## config.mk

```make
export PLATFORM = sky130hd
export DESIGN_NAME = if_id_stage
export DESIGN_NICKNAME = d
export VERILOG_FILES = /design/src/rtl/if_id_stage.sv
export SDC_FILE = /design/constraint.sdc
export NUM_CORES = 1
export LEC_CHECK = 0
export CORE_MARGIN = 4
export CORE_UTILIZATION = 49
export DETAILED_ROUTE_END_ITERATION = 8
export PLACE_DENSITY = 0.82
export SLEW_MARGIN = 20
export SYNTH_ARGS = -nofsm -noshare
export SYNTH_HDL_FRONTEND = slang
export SYNTH_SLANG_ARGS = --single-unit
```

## constraint.sdc

```tcl
create_clock -name clk -period 4.9 [get_ports clk]
set_clock_uncertainty 0.1 [all_clocks]
set_input_delay 0.49 -clock clk [delete_from_list [all_inputs] [get_ports clk]]
set_output_delay 0.49 -clock clk [all_outputs]
set_load 0.05 [all_outputs]
```

## src/rtl/if_id_stage.sv

```systemverilog
// rtl/if_id_stage.sv - IF/ID pipeline register with immediate pre-decode and 2-entry skid buffer
module if_id_stage (
  input  logic        clk,
  input  logic        rst,
  input  logic        in_valid,
  output logic        in_ready,
  input  logic [31:0] in_instr,
  input  logic [31:0] in_pc,
  input  logic        flush,
  output logic        out_valid,
  input  logic        out_ready,
  output logic [31:0] out_instr,
  output logic [31:0] out_pc4,
  output logic [15:0] out_imm16,
  output logic [1:0]  out_extop,
  output logic [4:0]  out_rs,
  output logic [4:0]  out_rt,
  output logic [4:0]  out_rd,
  output logic        out_illegal
);

  localparam logic [1:0] EXT_ZERO    = 2'b00;
  localparam logic [1:0] EXT_SIGNED  = 2'b01;
  localparam logic [1:0] EXT_HIGHPOS = 2'b10;

  typedef struct packed {
    logic        valid;
    logic [31:0] instr;
    logic [31:0] pc4;
    logic [15:0] imm16;
    logic [1:0]  extop;
    logic [4:0]  rs;
    logic [4:0]  rt;
    logic [4:0]  rd;
    logic        illegal;
  } entry_t;

  entry_t head, skid, head_n, skid_n, incoming;
  logic   accept, pop;

  // Pre-decode happens before storage so decode sees only registered fields.
  always_comb begin
    incoming         = '0;
    incoming.valid   = 1'b1;
    incoming.instr   = in_instr;
    incoming.pc4     = in_pc + 32'd4;
    incoming.imm16   = in_instr[15:0];
    incoming.rs      = in_instr[25:21];
    incoming.rt      = in_instr[20:16];
    incoming.rd      = in_instr[15:11];
    incoming.extop   = EXT_SIGNED;
    incoming.illegal = 1'b0;
    case (in_instr[31:26])
      6'b001100, 6'b001101, 6'b001110: incoming.extop = EXT_ZERO;
      6'b001111:                       incoming.extop = EXT_HIGHPOS;
      6'b001000, 6'b001001, 6'b001010, 6'b001011,
      6'b100011, 6'b101011, 6'b000100, 6'b000101,
      6'b000000, 6'b000010, 6'b000011: incoming.extop = EXT_SIGNED;
      default:                         incoming.illegal = 1'b1;
    endcase
  end

  assign accept = in_valid & in_ready;
  assign pop    = head.valid & out_ready;

  always_comb begin
    head_n = head;
    skid_n = skid;
    if (flush) begin
      head_n.valid = 1'b0;
      skid_n.valid = 1'b0;
    end else if (pop && skid.valid) begin
      head_n = skid;
      if (accept) skid_n = incoming;
      else        skid_n.valid = 1'b0;
    end else if (pop) begin
      if (accept) head_n = incoming;
      else        head_n.valid = 1'b0;
    end else if (accept) begin
      if (!head.valid) head_n = incoming;
      else             skid_n = incoming;
    end
  end

  // Ready is registered from the next skid state, so fetch never sees a combinational path from decode.
  always_ff @(posedge clk or posedge rst) begin
    if (rst) begin
      head     <= '0;
      skid     <= '0;
      in_ready <= 1'b0;
    end else begin
      head     <= head_n;
      skid     <= skid_n;
      in_ready <= ~skid_n.valid;
    end
  end

  assign out_valid   = head.valid;
  assign out_instr   = head.instr;
  assign out_pc4     = head.pc4;
  assign out_imm16   = head.imm16;
  assign out_extop   = head.extop;
  assign out_rs      = head.rs;
  assign out_rt      = head.rt;
  assign out_rd      = head.rd;
  assign out_illegal = head.illegal;

endmodule

```

Word-level counts from Yosys, hierarchy flattened:

Cells that the tools add are included.

* logic and storage cells: 65
* output and inout bits: 100
* register bits after elaboration: 199

* equality and inequality tests: 17
* reduce and logical (&&, ||, !) cells: 10
* bitwise operators: 4
* $add $sub $neg: 1
* multiplexer cells: 14

Operator list (number)
* 2-to-1 mux 99 bit: 7
* 2-to-1 mux 98 bit: 2
* equality test 6 x 4 -> 1 bit (second input constant): 8
* adder 32 x 3 -> 32 bit (second input constant): 1
* OR reduction 15 bit: 1
* equality test 6 x 2 -> 1 bit (second input constant): 2
* equality test 6 x 3 -> 1 bit (second input constant): 2
* equality test 6 bit (second input constant): 2
* zero test 6 bit: 1
* nonzero test 2 bit: 3
* AND reduction 5 bit: 1
* 2-to-1 mux 1 bit: 4
* one-hot mux 2 bit (2 select lines): 1
* nonzero test 4 bit: 1
* != test 3 x 1 -> 1 bit (second input constant): 1
* AND reduction 3 bit: 1
* OR reduction 3 bit: 1
* bitwise AND 1 bit: 2
* != test 2 x 1 -> 1 bit (second input constant): 1
* != test 2 bit (second input constant): 1
* NOT 1 bit: 2
* logical AND 1 bit: 1

Logic depth before layout (Yosys ltp):

* depth in word-level cells: 9
* depth in mapped cells: 7
* gate-level depth less buffers: 6

Worst setup path after synthesis:

Ideal clock, no wire load.

* path type: register to register
* from: reg in_ready
* to: reg skid[70] (netlist bit)
* data required time: 4.675 ns
* library setup time: 0.125 ns
* cell stages (with the launch flop): 5
* clock period less this slack: 2.004 ns
* buffers on the path: 1
* path slack: 2.896 ns
* data arrival time: 1.779 ns
* cells stage by stage: dfrtp_1 nand2_1 nor3_1 buf_2 mux2_2

* longest elaborated chain between the ends: 3

Ends and longest elaborated chain
* from (decl): line 6 `output logic in_ready,`
* from (signal assigned): line 94 `in_ready <= ~skid_n.valid;`
* bitwise AND 1 bit *: line 63 `assign accept = in_valid & in_ready;`
* != test 2 bit (no source line) or nonzero test 2 bit (tied branches)
* AND reduction 5 bit (no source line) *
* to (signal assigned): line 93 `skid <= skid_n;`
* to (decl): line 38 `entry_t head, skid, head_n, skid_n, incoming;`

Every way passes the cells marked *; elsewhere a longest branch is shown, timed or not.
A chain may end at the register's enable or synchronous reset.

Final worst setup path:

* from: in in_pc[9]
* to: reg head, in the netlist out_pc4[20]

* longest elaborated chain between the ends: 5

Ends and longest elaborated chain
* from (decl): line 8 `input logic [31:0] in_pc,`
* adder 32 x 3 -> 32 bit *: line 46 `incoming.pc4 = in_pc + 32'd4;`
* 2-to-1 mux 98 bit: line 80 `if (!head.valid) head_n = incoming;`
* 2-to-1 mux 99 bit: line 79 `end else if (accept) begin`
* 2-to-1 mux 99 bit *: line 76 `end else if (pop) begin`
* 2-to-1 mux 99 bit *: line 72 `end else if (pop && skid.valid) begin`
* to (signal assigned): line 92 `head <= head_n;`
* to (decl): line 38

Every way passes the cells marked *; elsewhere a longest branch is shown, timed or not. The select of a mux whose other input is x is not followed.

==> out/summary.txt <==
Outcome -> completed
Max-cap viol count -> 0
Warnings from Yosys -> 0
PostCTS Resize Cnt -> 0
Mapped cell area -> 6440 µm²
Clock transition at path regs -> 60 ps
Final hold viol count -> 0
N_diodes -> 0
Dpl cells -> 939
RSZ-0062 raised after global routing -> false
TritonCTS Buffers -> 17
Startpoint Class -> input port
Final std cells w/o fill -> 970
Starting DRT DRC Count -> 483
Met3 usage -> 0.0576
Via density -> 5.58
Leak -> 0.00363 µW
Peak supply drop -> 218 µV
Arrival time at the worst endpoint -> 2750 ps
Met1 Use GR -> 0.289
TritonRoute pass-1 iters -> 6
Worst Path Required -> 5130 ps
Gate Count Post-Synth -> 665
Endpoints failing setup -> 0
Gr busiest metal -> met2
CTS tree -> yes
CTS H-tree lvls -> 4
Number of post-CTS setup repair buffers -> 0
GR met2 Demand/Resource -> 0.374
Share of post-route cells with drive strength above 1 -> 0.0977
Remaining DRCs -> 0
Routed wire length -> 16800 µm
Crit. End Element -> register
Max-slew violations -> 0
Wire length of the first global-routing pass -> 26600 µm
Clock period minus worst slack -> 2520 ps
Period Utilization, post-route -> 0.514
# port buffers -> 168
Gr usage total -> 0.224
Crit Path Class -> input port to register
Later-pin clock latency in the skew report -> 400 ps
Starting Density -> 0.506
Area Overhead vs Synth -> 34.4%
Commonest cells after routing, fill and taps aside -> clkdlybuf4s50_1, dfrtp_1, nand2_1, nor2_1, a21oi_1
Sequential area share after synthesis -> 0.533
Largest net degree at the start of global routing -> 101
Placer congestion estimate -> 0.858
Tightest Hold Check Type -> register to register
Setup_tns -> 0 ps
Commonest non-fill, non-tap cell in the layout -> clkdlybuf4s50_1
Die H -> 123 µm
Final nets -> 856
Number of I/O pins -> 169
Sequential cell area -> 3430 µm²
Net count after synthesis -> 735
Die Width -> 123 µm
Post-synthesis area per instance -> 9.68 µm²
Yosys reg bits -> 137
Post-CTS Hold Fix Bufs -> 0
Fmax achieved -> 397 MHz
Clock Tree Buf Depth -> 2
Grt total ovfl -> 0
# clock sinks -> 137
Cell Rows -> 41
Core footprint -> 12700 µm²
Clock root buffer -> clkbuf_16
Multi-input logic area -> 2580 µm²
Fill cell count -> 963
Antenna viol nets, final -> 0
Max FO, Critical Path -> 18
Post-DP HPWL -> 11500 µm
Slew HR -> 0.342
DR WL/cell -> 17.3 µm
Synth unique cells -> 39
Die Area -> 15000 µm²
Vias -> 5413
Antenna violations before repair -> 0
Pwr/cell area -> 504 nW/µm²
Number of global-route vias before repair -> 5424
Worst-Margin Slew -> 987 ps
-- stage by stage --
| stage | util | setup slack (ps) | total power [µW] | area, µm² | hold slack [ps] |
|---|---|---|---|---|---|
| after floorplan | - | 642 | 2530 | 6440 | 358 |
| after global placement | 0.628 | 2110 | 2920 | 7990 | 365 |
| after detailed placement | 0.628 | 2030 | 2970 | 7990 | 365 |
| after CTS | 0.680 | 2440 | 4390 | 8650 | 377 |
| after global routing | 0.680 | 2200 | 4540 | 8650 | 408 |
| final | 0.680 | 2380 | 4360 | 8650 | 378 |
-- worst paths after layout --
check | end | startpoint | depth (start not counted) | slack (ps)
max in group asynchronous | out_extop[0] | rst | 3 | 3020
setup / recovery | out_pc4[20] | in_pc[9] | 6 | 2380
min in group asynchronous | skid[80] | rst | 2 | 510
hold reg to reg | out_pc4[7] | out_pc4[7] | 1 | 380
hold / removal | out_pc4[7] | out_pc4[7] | 1 | 380
setup reg to reg | out_illegal | out_valid | 6 | 2560
-- where the power goes --
group | switching [µW] | internal, µW
clock | 466 | 942
sequential | 171 | 1410
combinational | 874 | 494
-- worst max-delay path: stages --
cell and delay, ps:
clkdlybuf4s50_1 540, and4_1 270, and3_1 610, nand4_1 260, or4_1 450, nand3_1 120
-- sequential cells by signal (all words and copies together) (netlist names) --
signal	flops
out_instr	32
out_pc4	32
out_extop	2
skid	68
in_ready	1
out_valid	1
out_illegal	1
-- per-layer routing --
| layer | wire length [µm] | up-vias |
|---|---|---|
| li1 | - | 2507 |
| met4 | 313 | 0 |
| met3 | 1360 | 31 |
| met1 | 6990 | 2608 |
| met2 | 8090 | 267 |
| met5 | 0 | - |
-- cell usage after synthesis --
master	n	area [µm²]
a211o_1	1	8.76
a211oi_1	1	7.51
a21o_1	4	30.0
a21oi_1	59	295
a31oi_1	36	225
and2_1	2	12.5
and3_1	18	113
and4_1	4	35.0
and4_4	1	11.3
buf_1	3	11.3
buf_2	16	80.1
buf_4	33	248
buf_6	1	11.3
clkbuf_1	20	75.1
dfrtp_1	137	3430
ha_1	1	12.5
inv_1	7	26.3
mux2_1	8	90.1
mux2_2	29	327
mux2i_1	1	10.0
nand2_1	89	334
nand3_1	13	65.1
nand3_2	2	20.0
nand4_1	17	106
nor2_1	84	315
nor2_2	1	6.26
nor2_4	1	11.3
nor2b_1	2	12.5
nor3_1	4	20.0
nor4_1	1	6.26
nor4bb_1	1	10.0
o21ai_0	12	60.1
o21ai_1	11	55.1
o21bai_1	2	15.0
o22ai_1	11	68.8
or2_2	1	6.26
or4_1	4	30.0
xnor2_1	5	43.8
xor2_1	22	193
-- final cells by class --
class                           instances  area share
Multi-Input combinational cell        448       0.298
Inverter                                7     0.00362
Clock buffer                           20      0.0540
Sequential cell                       137       0.396
Tap cell                              172      0.0249
Timing Repair Buffer                  175       0.201
Clock inverter                         11      0.0223
-- cell families after synthesis --
| logic type | Yosys count | synth area share |
|---|---|---|
| DFF | 137 | 0.533 |
| AOI/OAI and AO/OA | 137 | 0.119 |
| adders and majority gates | 1 | 0.00194 |
| and+or+nand+nor | 245 | 0.173 |
| muxes | 38 | 0.0663 |
| xor gates and xnor gates | 27 | 0.0367 |
| buffers and inverters | 80 | 0.0702 |
(Power assumes the default switching activity.)
